===== src/rtl/mem_pkg.sv =====
// Shared load/store types: access-size encoding and the buffered entry layout.
package mem_pkg;

    localparam int MDB_DATA_W = 32;

    typedef enum logic [1:0] {
        SZ_BYTE = 2'b00,
        SZ_HALF = 2'b01,
        SZ_WORD = 2'b10,
        SZ_FULL = 2'b11
    } size_e;

    typedef struct packed {
        logic [MDB_DATA_W-1:0] data;
        logic                  misalign;
    } mdb_entry_t;

endpackage


===== src/rtl/mem_load_formatter.sv =====
// Combinational byte-lane extract + sign/zero extend + misalign detect; zero latency, no handshake.
module load_formatter
    import mem_pkg::*;
#(
    parameter  int DATA_W = MDB_DATA_W,
    localparam int OFF_W  = $clog2(DATA_W/8)
) (
    input  logic [DATA_W-1:0] i_data,
    input  size_e             i_size,
    input  logic              i_signed,
    input  logic [OFF_W-1:0]  i_offset,
    output logic [DATA_W-1:0] o_data,
    output logic              o_misalign
);

    localparam int IDX_W = $clog2(DATA_W);

    logic [DATA_W-1:0] w_shift;
    logic [IDX_W-1:0]  w_msb;
    logic [OFF_W-1:0]  w_mask;
    logic              w_ext;

    always_comb begin
        w_shift = i_data >> {i_offset, 3'b000};
        case (i_size)
            SZ_BYTE: begin w_msb = IDX_W'(7);        w_mask = OFF_W'(0); end
            SZ_HALF: begin w_msb = IDX_W'(15);       w_mask = OFF_W'(1); end
            SZ_WORD: begin w_msb = IDX_W'(31);       w_mask = OFF_W'(3); end
            default: begin w_msb = IDX_W'(DATA_W-1); w_mask = '1;        end
        endcase
        // Full-width access has nothing to extend, so the signed flag is moot.
        w_ext = i_signed && (i_size != SZ_FULL) && w_shift[w_msb];
        o_data = '0;
        for (int i = 0; i < DATA_W; i++) begin
            o_data[i] = (i <= int'(w_msb)) ? w_shift[i] : w_ext;
        end
        o_misalign = |(i_offset & w_mask);
    end

endmodule


===== src/rtl/mem_data_buffer.sv =====
// DEPTH-entry load-data FIFO, 1-cycle latency (MDB_BYPASS_EN: same-cycle pass-through when empty);
// in_ready drops only on full and never depends on out_ready; flush empties the queue.
module mem_data_buffer
    import mem_pkg::*;
#(
    parameter  int DATA_W = MDB_DATA_W,
    parameter  int DEPTH  = 4,
    localparam int OFF_W  = $clog2(DATA_W/8),
    localparam int CNT_W  = $clog2(DEPTH+1)
) (
    input  logic              clk,
    input  logic              reset,
    input  logic              flush,
    input  logic              in_valid,
    output logic              in_ready,
    input  logic [DATA_W-1:0] in_data,
    input  logic [1:0]        in_size,
    input  logic              in_signed,
    input  logic [OFF_W-1:0]  in_offset,
    output logic              out_valid,
    input  logic              out_ready,
    output logic [DATA_W-1:0] out_data,
    output logic              out_misalign,
    output logic [CNT_W-1:0]  count
);

    localparam int PTR_W = $clog2(DEPTH);

    typedef struct packed {
        logic [DATA_W-1:0] data;
        logic              misalign;
    } entry_t;

    entry_t            r_mem [DEPTH];
    logic [PTR_W-1:0]  r_wr_ptr;
    logic [PTR_W-1:0]  r_rd_ptr;
    logic [CNT_W-1:0]  r_count;

    logic [DATA_W-1:0] w_fmt_data;
    logic              w_fmt_mis;
    logic              w_empty;
    logic              w_show_in;
    logic              w_byp;
    logic              w_push;
    logic              w_pop;

    load_formatter #(.DATA_W(DATA_W)) u_fmt (
        .i_data     (in_data),
        .i_size     (size_e'(in_size)),
        .i_signed   (in_signed),
        .i_offset   (in_offset),
        .o_data     (w_fmt_data),
        .o_misalign (w_fmt_mis)
    );

    assign w_empty  = (r_count == '0);
    assign in_ready = (r_count != CNT_W'(DEPTH));

`ifdef MDB_BYPASS_EN
    assign w_show_in = w_empty && in_valid && !flush;
    assign w_byp     = w_show_in && out_ready;
`else
    assign w_show_in = 1'b0;
    assign w_byp     = 1'b0;
`endif

    assign out_valid    = !w_empty || w_show_in;
    assign out_data     = w_show_in ? w_fmt_data : (w_empty ? '0 : r_mem[r_rd_ptr].data);
    assign out_misalign = w_show_in ? w_fmt_mis  : (w_empty ? 1'b0 : r_mem[r_rd_ptr].misalign);
    assign count        = r_count;

    // A bypassed beat is consumed directly and must not also land in storage.
    assign w_push = in_valid && in_ready && !w_byp;
    assign w_pop  = !w_empty && out_ready;

    always_ff @(posedge clk) begin
        if (!reset) begin
            r_wr_ptr <= '0;
            r_rd_ptr <= '0;
            r_count  <= '0;
        end else if (flush) begin
            r_wr_ptr <= '0;
            r_rd_ptr <= '0;
            r_count  <= '0;
        end else begin
            if (w_push) begin
                r_wr_ptr <= (r_wr_ptr == PTR_W'(DEPTH-1)) ? '0 : r_wr_ptr + PTR_W'(1);
            end
            if (w_pop) begin
                r_rd_ptr <= (r_rd_ptr == PTR_W'(DEPTH-1)) ? '0 : r_rd_ptr + PTR_W'(1);
            end
            case ({w_push, w_pop})
                2'b10:   r_count <= r_count + CNT_W'(1);
                2'b01:   r_count <= r_count - CNT_W'(1);
                default: r_count <= r_count;
            endcase
        end
    end

    always_ff @(posedge clk) begin
        if (reset && !flush && w_push) begin
            r_mem[r_wr_ptr] <= '{data: w_fmt_data, misalign: w_fmt_mis};
        end
    end

endmodule

===== config.mk =====
export PLATFORM = sky130hd
export DESIGN_NAME = mem_data_buffer
export DESIGN_NICKNAME = d
export VERILOG_FILES = /design/src/rtl/mem_pkg.sv /design/src/rtl/mem_load_formatter.sv /design/src/rtl/mem_data_buffer.sv
export SDC_FILE = /design/constraint.sdc
export NUM_CORES = 1
export LEC_CHECK = 0
export ABC_AREA = 1
export CAP_MARGIN = 20
export CELL_PAD_IN_SITES_DETAIL_PLACEMENT = 1
export CELL_PAD_IN_SITES_GLOBAL_PLACEMENT = 2
export CORE_AREA = 2 2 132 134
export DETAILED_ROUTE_END_ITERATION = 8
export DIE_AREA = 0 0 134 136
export PLACE_DENSITY_LB_ADDON = 0.1
export SLEW_MARGIN = 25
export SYNTH_ARGS = -nofsm -noshare
export SYNTH_HDL_FRONTEND = slang
export SYNTH_SLANG_ARGS = --single-unit

===== constraint.sdc =====
create_clock -name clk -period 8 [get_ports clk]
set_input_delay 1.2 -clock clk [delete_from_list [all_inputs] [get_ports clk]]
set_output_delay 1.2 -clock clk [all_outputs]
set_load 0.005 [all_outputs]

==> flow_metrics.env <==
export IMPL_status="finished clean"
export IMPL_vias=4652
export IMPL_grt_pass1_vias=4913
export IMPL_clkSlewWorstSetupHoldPaths_ns=0.05
export IMPL_syn_area_sq_mm=0.00629
export IMPL_cts_root_buf="clkbuf_16"
export IMPL_final_max_slew_viol_count=0
export IMPL_diodes=0
export IMPL_synth_top_area_share=0.630
export IMPL_use_met1=0.260
export IMPL_power_leakage_nw=2.88
export IMPL_ys_seq_area_frac=0.659
export IMPL_final_hold_violation_count=0
export IMPL_use_met2=0.330
export IMPL_relSlewSlack=0.437
export IMPL_synth_top_area_cell="edfxtp_1"
export IMPL_antenna_found_initial=0
export IMPL_final_util=0.462
export IMPL_yosysWarnings=0
export IMPL_powerDensity_mw_per_mm2=217
export IMPL_clock_sinks=141
export IMPL_hold_class="flip-flop to flip-flop"
export IMPL_drt_first_pass_iters=4
export IMPL_dp_final_hpwl_microns=10700
export IMPL_syn_to_final_growth_pct=24.1
export IMPL_r2r_start="count[0]"
export IMPL_htree_levels=4
export IMPL_drc=0
export IMPL_drt_iter0_drc=198
export IMPL_rsz0062_at_grt="false"
export IMPL_ctsHoldBuffers=0
export IMPL_grt_pass1_wl_microns=26700
export IMPL_yosys_register_bits=141
export IMPL_layout_drive_gt1_share=0.0657
export IMPL_finalSetupViolCount=0
export IMPL_wl_microns=17000
export IMPL_rr_worst_depth=12
export IMPL_core_area_sq_mm=0.0169
export IMPL_via_per_inst=5.03
export IMPL_endpoint_kind="output port"
export IMPL_crit_fanout=67
export IMPL_cts_max_path_buffers=2
export IMPL_startpoint_type="flip-flop"
export IMPL_final_cell_mix="nor2_1, edfxtp_1, o21ai_0"
export IMPL_placement_rows=48
export IMPL_gp_congestion=0.805
export IMPL_grt_remaining_overflow=0
export IMPL_setup_tns_ns=0
export IMPL_cts_resized=0
export IMPL_peakVddDrop_mv=0.149
export IMPL_clock_latency_ns=0.41
export IMPL_use_met3=0.0477
export IMPL_synth_area_top_cells="edfxtp_1, nor2_1, o21ai_0"
export IMPL_r2r_end="count[2]"
export IMPL_grt_max_degree=68
export IMPL_io_buffers=79
export IMPL_synthCells=617
export IMPL_hold_slack_ns=0.528
export IMPL_numCtsBuffers=17
export IMPL_syn_nets=666
export IMPL_cp_required_ns=6.80
export IMPL_instances_no_fill=925
export IMPL_worst_pin_slew_ns=0.843
export IMPL_crit_path_end="out_data[9]"
export IMPL_numPlacedInstances=895
export IMPL_die_area_sq_mm=0.0182
export IMPL_die_w_microns=134
export IMPL_wire_per_inst_microns=18.4
export IMPL_postSynthAreaPerCell_sq_um=10.2
export IMPL_post_cts_buffers=0
export IMPL_crit_type="flip-flop to output port"
export IMPL_nNetsFinal=738
export IMPL_drtAntennaViolNets=0
export IMPL_tritoncts="built"
export IMPL_maxCapViolCount=0
export IMPL_final_common_cell="nor2_1"
export IMPL_die_h_microns=136
export IMPL_grtUsageTotal=0.197
export IMPL_power_mw=1.69
export IMPL_period_needed_ns=4.49
export IMPL_skew_ns=0.00682
export IMPL_reg2reg_slack_ns=5.37
export IMPL_start_util=0.373
export IMPL_clock_fmax_mhz=223
export IMPL_io_pins=80
export IMPL_busiest_layer="met2"
export IMPL_post_route_period_util=0.562
export IMPL_yosysUniqueCellTypes=24
export IMPL_cp_arrival_ns=3.29
-- synth_stat cells (all sizes together) --
cell type / instances
fa: 1
o21ai: 87
dfxtp: 9
nand3: 12
ha: 6
a22oi: 1
nor3: 1
and2: 1
edfxtp: 132
o211ai: 1
o221ai: 6
inv: 40
nand2: 73
a21oi: 54
clkbuf: 19
nor2: 158
buf: 16
-- layout make-up --
cell class / instances / area (sq um)
clock buffers: 20 / 437
well taps: 225 / 282
multi-input cells: 401 / 1850
clock inverters: 10 / 76.3
flip-flops and latches: 141 / 4150
inverters: 40 / 151
fillers: 1867 / 9070
repair buffers: 88 / 858
-- registers in the layout, summed over array words and instances, names as in the netlist, named ones only --
name      flops
r_mem       132
r_wr_ptr      2
r_rd_ptr      2
count         3
-- power breakdown --
group	internal (mW)	switching [mW]	leakage [nW]
Sequential	0.825	0.00390	1.30
Clock	0.417	0.271	0.248
Combinational	0.0703	0.104	1.34
Total	1.31	0.379	2.88
-- worst max-delay path, cell delays in order, from the launching register on --
cell             delay (ns)
dfxtp_2                0.31
buf_4                  0.58
clkinv_2               0.88
o21ai_0                0.44
a21oi_1                0.14
clkdlybuf4s50_1        0.48
-- how the worst min path moves through the flow --
| stage | start | cells after the start | end |
|---|---|---|---|
| final | r_rd_ptr[0] | 2 | flip-flop |
| after global routing | r_rd_ptr[1] | 2 | r_rd_ptr[1] |
| after CTS | r_rd_ptr[0] | 2 | flip-flop |
| after detailed placement | r_rd_ptr[0] | 2 | flip-flop |
| after global placement | r_rd_ptr[1] | 2 | r_rd_ptr[1] |
| after floorplan | count[0] | 1 | count[0] |
-- routing by layer --
layer | wire length, microns | share of wire
met3 | 570 | 0.033
met1 | 8010 | 0.47
met4 | 129 | 0.0076
met2 | 8310 | 0.49
met5 | 0 | 0
-- logic make-up (layout without fill, tap and decap cells) --
logic type | after synthesis | in the layout | synth area share
DFF | 141 | 141 | 0.659
and+or+nand+nor | 245 | 245 | 0.154
AOI/OAI and AO/OA | 149 | 149 | 0.123
adders and majority gates | 7 | 7 | 0.0151
buffers and inverters | 75 | 158 | 0.0491
-- stage by stage --
| stage | worst slack [ns] | cell area, sq um |
|---|---|---|
| 2_1_floorplan | 4.54 | 6290 |
| 3_3_place_gp | 4.30 | 7290 |
| 3_5_place_dp | 4.19 | 7290 |
| 4_1_cts | 3.69 | 7800 |
| 5_1_grt | 3.11 | 7800 |
| 6_report | 3.51 | 7800 |
Note: power is estimated with default switching activity, not from simulation.
